$ cat config.mk
export PLATFORM = sky130hd
export DESIGN_NAME = clk_div_prog
export DESIGN_NICKNAME = d
export VERILOG_FILES = /design/src/rtl/clk_div_prog.sv
export SDC_FILE = /design/constraint.sdc
export NUM_CORES = 1
export LEC_CHECK = 0
export ABC_AREA = 1
export CAP_MARGIN = 20
export CORE_MARGIN = 5
export CORE_UTILIZATION = 42
export CTS_CLUSTER_DIAMETER = 100
export CTS_CLUSTER_SIZE = 20
export DETAILED_ROUTE_END_ITERATION = 10
export PLACE_DENSITY = 0.6
export RECOVER_POWER = 100
export SLEW_MARGIN = 30
export SYNTH_ARGS = -nofsm -noshare
export SYNTH_HDL_FRONTEND = slang
export SYNTH_SLANG_ARGS = --single-unit
$ cat constraint.sdc
create_clock -name clk -period 3.6 [get_ports clk]
set_input_delay 0.54 -clock clk [delete_from_list [all_inputs] [get_ports clk]]
set_output_delay 0.54 -clock clk [all_outputs]
set_load 0.03 [all_outputs]
$ cat src/rtl/clk_div_prog.sv
`default_nettype none
// ============================================================================
//  Module   : clk_div_prog
//  Brief    : Multi-channel runtime-programmable clock divider. Each channel
//             produces a registered divided waveform with programmable period
//             and high time plus a one-cycle period-start tick. New settings
//             are written through a valid/ready handshake into a shadow
//             register and take effect glitch-free at the next period
//             boundary.
//  Revision : 1.0 - initial release
// ============================================================================
module clk_div_prog #(
    parameter int NUM_CH     = 4,
    parameter int CNT_WIDTH  = 8,
    parameter int RESET_DIV  = 16,
    parameter int RESET_HIGH = 8,
    localparam int CH_W      = (NUM_CH > 1) ? $clog2(NUM_CH) : 1
) (
    input  logic                 clk,
    input  logic                 rst,
    input  logic                 en,
    input  logic                 sync,
    input  logic                 cfg_valid,
    output logic                 cfg_ready,
    input  logic [CH_W-1:0]      cfg_ch,
    input  logic [CNT_WIDTH-1:0] cfg_div,
    input  logic [CNT_WIDTH-1:0] cfg_high,
    output logic [NUM_CH-1:0]    clk_out,
    output logic [NUM_CH-1:0]    tick
);

    localparam logic [CNT_WIDTH-1:0] c_reset_div  = CNT_WIDTH'(RESET_DIV);
    localparam logic [CNT_WIDTH-1:0] c_reset_high = CNT_WIDTH'(RESET_HIGH);
    localparam logic [CNT_WIDTH-1:0] c_one        = CNT_WIDTH'(1);
    localparam logic                 c_reset_clk  = (RESET_HIGH != 0);

    logic [NUM_CH-1:0] w_pending;
    logic              w_ch_ok;
    logic              w_accept;

    // Handshake: a channel accepts a new setting only while nothing is queued
    // for it; writes to non-existent channels are acknowledged and discarded.
    always_comb begin
        w_ch_ok   = (32'(cfg_ch) < 32'(NUM_CH));
        cfg_ready = w_ch_ok ? !w_pending[cfg_ch] : 1'b1;
        w_accept  = cfg_valid && cfg_ready && w_ch_ok;
    end

    for (genvar g = 0; g < NUM_CH; g++) begin : g_ch
        logic [CNT_WIDTH-1:0] r_cnt;
        logic [CNT_WIDTH-1:0] r_div_act;
        logic [CNT_WIDTH-1:0] r_high_act;
        logic [CNT_WIDTH-1:0] r_div_shd;
        logic [CNT_WIDTH-1:0] r_high_shd;
        logic                 r_pending;
        logic                 r_clk_out;
        logic                 r_tick;

        logic                 w_wr;
        logic                 w_stopped;
        logic                 w_wrap;
        logic                 w_apply;
        logic                 w_live;
        logic [CNT_WIDTH-1:0] w_cnt_nxt;
        logic [CNT_WIDTH-1:0] w_div_new;
        logic [CNT_WIDTH-1:0] w_high_new;

        // Next phase and boundary detection; a stopped channel or a sync
        // restarts at phase 0 so the first live cycle is a period start.
        always_comb begin
            w_wr       = w_accept && (cfg_ch == CH_W'(g));
            w_stopped  = (r_div_act == '0);
            w_wrap     = !w_stopped && (r_cnt == (r_div_act - c_one));
            w_cnt_nxt  = (w_wrap || w_stopped || sync) ? '0 : (r_cnt + c_one);
            w_apply    = r_pending && (sync || (en && (w_stopped || w_wrap)));
            w_div_new  = w_apply ? r_div_shd  : r_div_act;
            w_high_new = w_apply ? r_high_shd : r_high_act;
            w_live     = (w_div_new != '0);
        end

        // Channel state: shadow capture, boundary apply, counter and outputs.
        always_ff @(posedge clk) begin
            if (!rst) begin
                r_cnt      <= '0;
                r_div_act  <= c_reset_div;
                r_high_act <= c_reset_high;
                r_div_shd  <= c_reset_div;
                r_high_shd <= c_reset_high;
                r_pending  <= 1'b0;
                r_clk_out  <= c_reset_clk;
                r_tick     <= 1'b0;
            end else begin
                if (w_wr) begin
                    r_div_shd  <= cfg_div;
                    r_high_shd <= cfg_high;
                end
                if (w_apply) begin
                    r_pending <= 1'b0;
                end else if (w_wr) begin
                    r_pending <= 1'b1;
                end
                if (sync || en) begin
                    r_div_act  <= w_div_new;
                    r_high_act <= w_high_new;
                    if (w_live) begin
                        r_cnt     <= w_cnt_nxt;
                        r_clk_out <= (w_cnt_nxt < w_high_new);
                        r_tick    <= (w_cnt_nxt == '0);
                    end else begin
                        r_cnt     <= '0;
                        r_clk_out <= 1'b0;
                        r_tick    <= 1'b0;
                    end
                end else begin
                    r_tick <= 1'b0;
                end
            end
        end

        assign w_pending[g] = r_pending;
        assign clk_out[g]   = r_clk_out;
        assign tick[g]      = r_tick;
    end

endmodule
`default_nettype wire

==> results of run 1 <==
==> area by class of cell <==
type	instances	area (sq um)
clock inverters	9	63.8
repair buffers	45	395
flip-flops and latches	172	3440
well taps	280	350
fillers	2270	11500
inverters	168	632
multi-input cells	971	4720
clock buffers	23	488
==> power groups by stage <==
| stage | Clock [mW] | Combinational (mW) | Sequential, mW |
|---|---|---|---|
| after floorplan | 0 | 0.312 | 2.03 |
| after global placement | 0 | 0.435 | 2.04 |
| after detailed placement | 0 | 0.439 | 2.04 |
| after CTS | 1.77 | 0.442 | 2.00 |
| after global routing | 1.84 | 0.491 | 2.00 |
| final | 1.73 | 0.429 | 1.99 |
==> flip-flops by register name, summed over array words and instances (netlist names) <==
name             count
g_ch.r_cnt          32
g_ch.r_clk_out       4
g_ch.r_pending       4
g_ch.r_div_shd      32
g_ch.r_div_act      32
g_ch.r_high_shd     32
g_ch.r_tick          4
g_ch.r_high_act     32
==> through the flow <==
stage	cell area [sq um]	hold slack, ps	setup WS [ps]
2_1_floorplan	9130	420	888
3_3_place_gp	9600	442	215
3_5_place_dp	9600	448	129
4_1_cts	10200	457	465
5_1_grt	10100	469	40.0
6_report	10100	453	432
==> kinds of logic (layout without fill, tap and decap cells) <==
logic type	count (synthesis)	after routing	share of synthesized area, %
AOI/OAI and AO/OA	219	219	12.7
adders and majority gates	40	40	5.48
and+or+nand+nor	678	678	30.6
buffers and inverters	225	245	10.2
muxes	4	4	0.439
xor gates and xnor gates	30	30	2.88
DFF	172	172	37.7
==> synthesized netlist by cell type (all sizes together), types with 2 or more instances <==
master / number
nor3: 18
buf: 21
nor2: 174
a21oi: 109
nand2: 387
nand4: 5
nand3b: 2
clkbuf: 36
nor4: 3
xor2: 20
and3: 2
nand3: 85
xnor2: 10
dfxtp: 172
a211oi: 4
o211ai: 2
ha: 40
o21ai: 99
inv: 165
clkinv: 3
mux2i: 4
==> path summary, 6_finish.rpt <==
kind,start,to,cells past startpoint
setup / recovery,g_ch[3].r_div_act[0]$_SDFFE_PN0P_,g_ch[3].r_cnt[6]$_SDFFE_PN0P_,18
hold / removal,g_ch[3].r_high_shd[1]$_SDFFE_PN0P_,g_ch[3].r_high_shd[1]$_SDFFE_PN0P_,2
setup reg to reg,g_ch[3].r_div_act[0]$_SDFFE_PN0P_,g_ch[3].r_cnt[6]$_SDFFE_PN0P_,18
hold reg to reg,g_ch[3].r_high_shd[1]$_SDFFE_PN0P_,g_ch[3].r_high_shd[1]$_SDFFE_PN0P_,2
==> worst min-delay path: cells and delay by family (launching register included) <==
family,cells,cell delay (ps)
AO/OA/AOI/OAI,1,50
buffers and inverters,1,60
flip-flops,1,300
==> per-layer routing <==
metal / track usage (%) / part of all wire [%]
met3: 2.83 / 3.6
met4: 5.28 / 1.5
met5: 0 / 0
met2: 29.8 / 44
met1: 26.1 / 51
==> flow_summary.ini, run 1 <==
[synthesis]
ys_seq_elements = 172
synth.distinct_cells = 39
syn_nets = 1431
ys_top_cells_by_area = dfxtp_1, nand2_1, nor2_1, inv_1, a21oi_1
async_flop_share_pct = 0
synthesis.area_sq_um = 9130
synth_ff_type = dfxtp_1
synth_enable_flop_cells = 0
synth_cells = 1368
yosys_warnings = 0
netlist.area_leader.share_pct = 37.7
synth_top_area_cell = dfxtp_1
ys_seq_area_share_pct = 37.7
syn_area_per_cell_sq_um = 6.67

[pwr]
ir_worst_vdd_mv = 0.358
cellLeakagePower_nw = 4.60
switching_share_pct = 26.3
combinationalPowerShare_pct = 10.3
p_per_area_nw_per_um2 = 412
power.total_mw = 4.16
pwr-share-clk_pct = 41.7
p_int_mw = 3.06
p_sw_mw = 1.09
seqPwrFrac_pct = 48.0

[critical_path]
worstPathCellList = inv_1, ha_1, inv_1, nand2_1, nand2_1, nor2_1, nand3_1, nor2_1, nand2_1, o21ai_0, nand2_4, clkbuf_1, o21ai_0, nand2_1, nor2_2, nand2_2, nand2_1, a21oi_1
crit_arrival_ps = 3440
cp_max_fo = 14
cp_slowest_cell = dfxtp_1
endpoint_kind = register
crit_path_max_incr_delay_ps = 400
crit_top_cell = nand2_1
cp_num_buf_inv = 3
startpoint_type = register
crit_family = simple AND/OR/NAND/NOR gates
critPathKind = reg2reg
cp.required_ps = 3870
rrSetupSlack_ps = 430

[grt]
antenna_found_initial = 0
grt_pass1_vias = 7609
grt_start_max_net_pins = 105
overflow = 0
grt_pass1_wl_um = 37200
grt_usage_pct = 18.6

[sta]
period_minus_slack_ps = 3170
setup_viol = 0
hold_viol = 0
fin_worst_skew_ps = 8.22
slew_headroom_pct = 26.0
drv_slew = 0
clock.fmax_ghz = 0.316
post-route-period-util_pct = 88.0
finalSetupTns_ps = 0
tightest_slew_ps = 1110
grt_setup_unrepaired = no

[drt]
post_drt_via_cell_ratio = 4.92
drc = 0
dr.pass1.iters = 5
wirelength_um = 22300
drt_iter0_markers = 427
routedWlPerCell_um = 13.4
antenna_left = 0
via_count = 8210

[placed_design]
dpl.hpwl_um = 16300
place.port_buffers = 31
place_congestion = 0.863
dp_cells = 1636

[run_status]
status = completed

[cts]
cts_tree = done
cts_root_buffer = clkbuf_16
clkSlewWorstSetupHoldPaths_ps = 60
cts_buffers = 17
cts_resized = 0
clkSinkCount = 172
holdBufCountCts = 0
cts.htree.levels = 4
post_cts_buffers = 0
clk_path_buf_depth = 2
clk_latency_ps = 430

[finish]
nNetsFinal = 1438
antennaDiodeCount = 0
drive_gt1_share_pct = 5.55
final_common_cell = nand2_1
finalNonFillerCells = 1668
postLayoutCoreUtil_pct = 46.7
layout_common_cells = nand2_1, dfxtp_1, nor2_1
syn2layout_area_growth_pct = 10.6

[floorplan]
dieWidth_um = 157
die_h_um = 157
std_cell_rows = 54
ioPinCount = 32
dieArea_sq_um = 24800
coreArea_sq_um = 21600
initial_core_util_pct = 42.2

[run]
drv_cap = 0

[hold_path]
min_path_type = reg2reg
(Power assumes the default switching activity.)
==> run 2: changes to the inputs <==
--- a/config.mk
+++ b/config.mk
@@ -12,6 +12,7 @@
 export CTS_CLUSTER_DIAMETER = 100
 export CTS_CLUSTER_SIZE = 20
 export DETAILED_ROUTE_END_ITERATION = 10
+export GPL_TIMING_DRIVEN = 0
 export PLACE_DENSITY = 0.6
 export RECOVER_POWER = 100
 export SLEW_MARGIN = 30
==> run 2 against run 1 <==
Combinational power is 8.6% higher; largest power group unchanged; clock skew is 0.74 ps lower; first-iteration DRC count is 23% higher; sequential power hardly changed; utilization is 1.1 points higher; wire length is 13% higher; via count is 3.9% higher; non-clock buffer count is 43 higher; sequential share of layout area is 0.78 points lower; register-to-register slack hardly changed; global-route usage is 1.9 points higher.
==> flow_summary.ini, run 2 (synthesis results as in run 1) <==
[placed_design]
place.port_buffers = 31
placed_area_sq_um = 9790
dpl.hpwl_um = 18900
dp_cells = 1679
place_congestion = 0.871

[finish]
final_common_cell = nand2_1
nNetsFinal = 1481
finalNonFillerCells = 1710
syn2layout_area_growth_pct = 13.1
drive_gt1_share_pct = 5.87
layout_common_cells = nand2_1, dfxtp_1, nor2_1
antennaDiodeCount = 0
design_area_sq_um = 10300

[pwr]
combinationalPowerShare_pct = 10.8
p_int_mw = 3.19
switching_share_pct = 26.0
pwr-share-clk_pct = 42.9
p_per_area_nw_per_um2 = 418
power.total_mw = 4.31
p_sw_mw = 1.12
ir_worst_vdd_mv = 0.345
cellLeakagePower_nw = 4.70
seqPwrFrac_pct = 46.3

[critical_path]
worstPathCellList = clkdlybuf4s50_1, nor2_2, nor2_1, nand2_1, buf_6, inv_1, buf_2, o21ai_0, ha_1, a21oi_1, o211ai_1, a21oi_1, nand2_1, nand2_1
crit_path_max_incr_delay_ps = 740
cp.required_ps = 3980
crit_top_cell = nand2_1
endpoint_kind = register
cp_max_fo = 10
r2r_cells = 24
cp_slowest_cell = clkdlybuf4s50_1
startpoint_type = primary input
crit_arrival_ps = 3750
critPathKind = in2reg

[cts]
clk_latency_ps = 430
cts_root_buffer = clkbuf_16
holdBufCountCts = 0
post_cts_buffers = 0
clkSlewWorstSetupHoldPaths_ps = 70
cts_tree = done
clk_path_buf_depth = 2
cts_resized = 0
clkSinkCount = 172
cts.htree.levels = 4
cts_buffers = 17

[floorplan]
std_cell_rows = 54
ioPinCount = 32
dieArea_sq_um = 24800
dieWidth_um = 157
initial_core_util_pct = 42.2
coreArea_sq_um = 21600
die_h_um = 157

[grt]
grt_pass1_wl_um = 39800
grt_start_max_net_pins = 17
grt_use_met1_pct = 29.5
overflow = 0
top_usage_layer = met2
grt_usage_pct = 20.5
antenna_found_initial = 0
grt_pass1_vias = 7762
gr-usage-met3_pct = 3.05
grtUsageMet2_pct = 31.7

[sta]
hold_viol = 0
whs_ps = 453
clock.fmax_ghz = 0.296
drv_slew = 0
period_minus_slack_ps = 3370
fin_worst_skew_ps = 7.48
setup_viol = 0
slew_headroom_pct = 36.7
tightest_slew_ps = 949
grt_setup_unrepaired = no
post-route-period-util_pct = 93.7

[run]
drv_cap = 0

[drt]
wirelength_um = 25100
drt_iter0_markers = 524
via_count = 8528
antenna_left = 0
drc = 0
routedWlPerCell_um = 14.7
post_drt_via_cell_ratio = 4.99
dr.pass1.iters = 5

[hold_path]
hold_depth = 2
min_path_type = reg2reg

[run_status]
status = completed
[run 2: worst paths after layout]
check	to	slack (ps)	from
max	g_ch[0].r_clk_out$_SDFFE_PN1P_	230	sync
min	g_ch[0].r_high_shd[1]$_SDFFE_PN0P_	450	g_ch[0].r_high_shd[1]$_SDFFE_PN0P_
max reg2reg	g_ch[2].r_clk_out$_SDFFE_PN1P_	440	g_ch[2].r_div_act[0]$_SDFFE_PN0P_
min reg2reg	g_ch[0].r_high_shd[1]$_SDFFE_PN0P_	450	g_ch[0].r_high_shd[1]$_SDFFE_PN0P_
[run 2: per-stage QoR]
step / utilization [%] / TNS, ps / worst slack, ps
global placement: 45.3 / -1840 / -246
global route: 47.8 / 0 / 55.4
CTS: 48.0 / 0 / 164
detailed placement: 45.3 / -2280 / -270
floorplan: - / 0 / 888
finish: 47.8 / 0 / 227
[run 2: cell type report]
cell class              instances  area (sq um)
fillers                      2284         11300
multi-input cells             971          4710
flip-flops and latches        172          3440
inverters                     168           631
clock buffers                  21           470
well taps                     280           350
repair buffers                 31           310
plain buffers                  57           297
clock inverters                10           116
[run 2: critical path, delay by kind of cell]
| kind | cells | cell delay [ps] |
|---|---|---|
| and+or+nand+nor | 5 | 1060 |
| buffers and inverters | 4 | 1180 |
| adders and majority gates | 1 | 300 |
| AOI/OAI and AO/OA | 4 | 660 |
[run 2: power groups by stage]
stage                     Combinational (mW)  Sequential [mW]  Clock (mW)
after CTS                              0.472             2.00        1.87
after global routing                   0.520             2.00        1.96
final                                  0.466             2.00        1.85
after detailed placement               0.470             2.04           0
after global placement                 0.465             2.04           0
after floorplan                        0.312             2.03           0
[run 2: metal layers]
| metal | routed length (um) | up-vias |
|---|---|---|
| li1 | - | 4423 |
| met2 | 10800 | 195 |
| met1 | 12600 | 3881 |
| met3 | 1260 | 29 |
| met4 | 439 | 0 |
| met5 | 0 | - |
==> run 3: changes to the inputs <==
--- a/config.mk
+++ b/config.mk
@@ -8,12 +8,12 @@
 export ABC_AREA = 1
 export CAP_MARGIN = 20
 export CORE_MARGIN = 5
-export CORE_UTILIZATION = 42
+export CORE_UTILIZATION = 60
 export CTS_CLUSTER_DIAMETER = 100
 export CTS_CLUSTER_SIZE = 20
 export DETAILED_ROUTE_END_ITERATION = 10
 export GPL_TIMING_DRIVEN = 0
-export PLACE_DENSITY = 0.6
+export PLACE_DENSITY = 0.8
 export RECOVER_POWER = 100
 export SLEW_MARGIN = 30
 export SYNTH_ARGS = -nofsm -noshare
==> run 3 against run 2 <==
Worst setup slack gained 48 ps; clock skew up 0.85 ps; global-route usage is 6.5 points higher; hold slack better by 2.6 ps; largest cell class unchanged.
==> flow_summary.ini, run 3 (synthesis results as in run 1) <==
[finish]
layout_common_cells = nand2_1, dfxtp_1, nor2_1
antennaDiodeCount = 0
postLayoutCoreUtil_pct = 67.3
seqCellArea_sq_um = 3440
fillCellCount = 1333
multi_input_area_sq_um = 4710
nNetsFinal = 1481
drive_gt1_share_pct = 5.60
syn2layout_area_growth_pct = 10.8
final_common_cell = nand2_1

[drt]
drc = 0
via_count = 8783
post_drt_via_cell_ratio = 5.43
routedWlPerCell_um = 14.8
dr.max_layer_used = met4
route.met2.wl_um = 10900
drt_iter0_markers = 929
met1_length_um = 10500
wl_met3_um = 1830
antenna_left = 0
wirelength_um = 23900
dr.pass1.iters = 5

[critical_path]
critPathKind = in2reg
startpoint_type = primary input
endpoint_kind = register
cp_slowest_cell = clkdlybuf4s50_1
crit_arrival_ps = 3700
worstPathCellList = clkdlybuf4s50_1, nor2_2, nor2_1, nand2_1, buf_6, inv_1, buf_2, o21ai_0, ha_1, a21oi_1, o211ai_1, a21oi_1, nand2_1, nand2_1
cp.depth = 14
r2r_cells = 24
cp_num_buf_inv = 4
crit_top_cell = nand2_1
crit_path_max_incr_delay_ps = 710
crit_family = buffers and inverters
cp.required_ps = 3970
cp_max_fo = 10

[sta]
hold_viol = 0
grt_setup_unrepaired = no
setup_viol = 0
slew_headroom_pct = 40.5
finalSetupTns_ps = 0
period_minus_slack_ps = 3330
fin_worst_skew_ps = 8.33
drv_slew = 0
whs_ps = 456
tightest_slew_ps = 893
setup_ws_ps = 275
clock.fmax_ghz = 0.301
post-route-period-util_pct = 92.4

[cts]
clkSinkCount = 172
cts.htree.levels = 4
clkSlewWorstSetupHoldPaths_ps = 60
cts_root_buffer = clkbuf_16
post_cts_buffers = 0
cts_buffers = 17
cts_tree = done
clk_latency_ps = 430
clk_path_buf_depth = 2

[pwr]
cellLeakagePower_nw = 4.67
p_sw_mw = 1.08
combinationalPowerShare_pct = 11.4
pwr-share-clk_pct = 39.5
ir_worst_vdd_mv = 0.368
seqPwrFrac_pct = 49.2
switching_share_pct = 26.5
p_int_mw = 2.98
p_per_area_nw_per_um2 = 401

[floorplan]
die_h_um = 133
coreArea_sq_um = 15000
dieArea_sq_um = 17800
ioPinCount = 32
std_cell_rows = 45
initial_core_util_pct = 60.7
dieWidth_um = 133

[placed_design]
place.port_buffers = 31
post-place-ws_ps = -254
dpl.hpwl_um = 17500
place_congestion = 0.927

[grt]
grt_pass1_wl_um = 38900
antenna_found_initial = 0
grt_pass1_vias = 8157
overflow = 0
grt_usage_pct = 27.0
grt_start_max_net_pins = 17

[hold_path]
min_path_type = reg2reg
hold_depth = 2

[run_status]
status = completed

[run]
drv_cap = 0
==> run 3: changes by cell type in the layout (fill, tap and decap cells not counted) <==
cell / change
clkinv_2: +5
clkinvlp_4: -4
clkbuf_1: +3
clkbuf_8: -3
bufinv_16: -2
==> run 3: worst paths after layout <==
path                                startpoint                                end  slack (ps)
min          g_ch[2].r_div_shd[5]$_SDFFE_PN0P_  g_ch[2].r_div_shd[5]$_SDFFE_PN0P_         460
min reg2reg  g_ch[2].r_div_shd[5]$_SDFFE_PN0P_  g_ch[2].r_div_shd[5]$_SDFFE_PN0P_         460
max reg2reg  g_ch[2].r_div_act[0]$_SDFFE_PN0P_     g_ch[2].r_clk_out$_SDFFE_PN1P_         470
max                                       sync     g_ch[0].r_clk_out$_SDFFE_PN1P_         270
==> run 3: layout make-up <==
| class | count | area share [%] |
|---|---|---|
| tap | 188 | 2.33 |
| multi-input combinational | 971 | 46.5 |
| buffer | 57 | 2.93 |
| timing repair buffer | 31 | 3.07 |
| clock buffer | 21 | 4.35 |
| inverter | 168 | 6.23 |
| sequential | 172 | 34.0 |
| clock inverter | 9 | 0.507 |
==> run 3: stage by stage <==
stage,instance area [sq um],instances,power [mW]
6_report,10100,1617,4.06
5_1_grt,10100,1617,4.21
4_1_cts,10200,1617,4.07
3_5_place_dp,9670,1587,2.50
3_3_place_gp,9670,1587,2.49
2_1_floorplan,9130,1368,2.34
==> run 3: what timing repair did <==
item / 4_1_cts / 5_1_grt
setup endpoints to repair: 0 / 2
hold buffers: 0 / 0
gates resized for setup: 0 / 1
==> run 3: worst reg2reg max path: cells and delay by family (launching register included) <==
kind | cells | cell delay (ps)
AO/OA/AOI/OAI | 3 | 370
adder cells (fa/ha/maj) | 2 | 640
buffers and inverters | 5 | 670
flip-flops | 1 | 350
AND/OR/NAND/NOR | 14 | 1050
==> run 3: per-layer routing <==
metal	vias to the layer above	GRT usage, %
li1	4427	-
met1	3996	36.0
met2	309	43.9
met3	51	5.02
met4	0	9.66
met5	-	0
==> run 3: power by group through the flow <==
stage | Sequential [mW] | Combinational (mW) | Clock, mW
global route | 2.00 | 0.517 | 1.69
CTS | 2.00 | 0.463 | 1.61
finish | 2.00 | 0.462 | 1.60
detailed placement | 2.04 | 0.458 | 0
floorplan | 2.03 | 0.312 | 0
global placement | 2.04 | 0.450 | 0
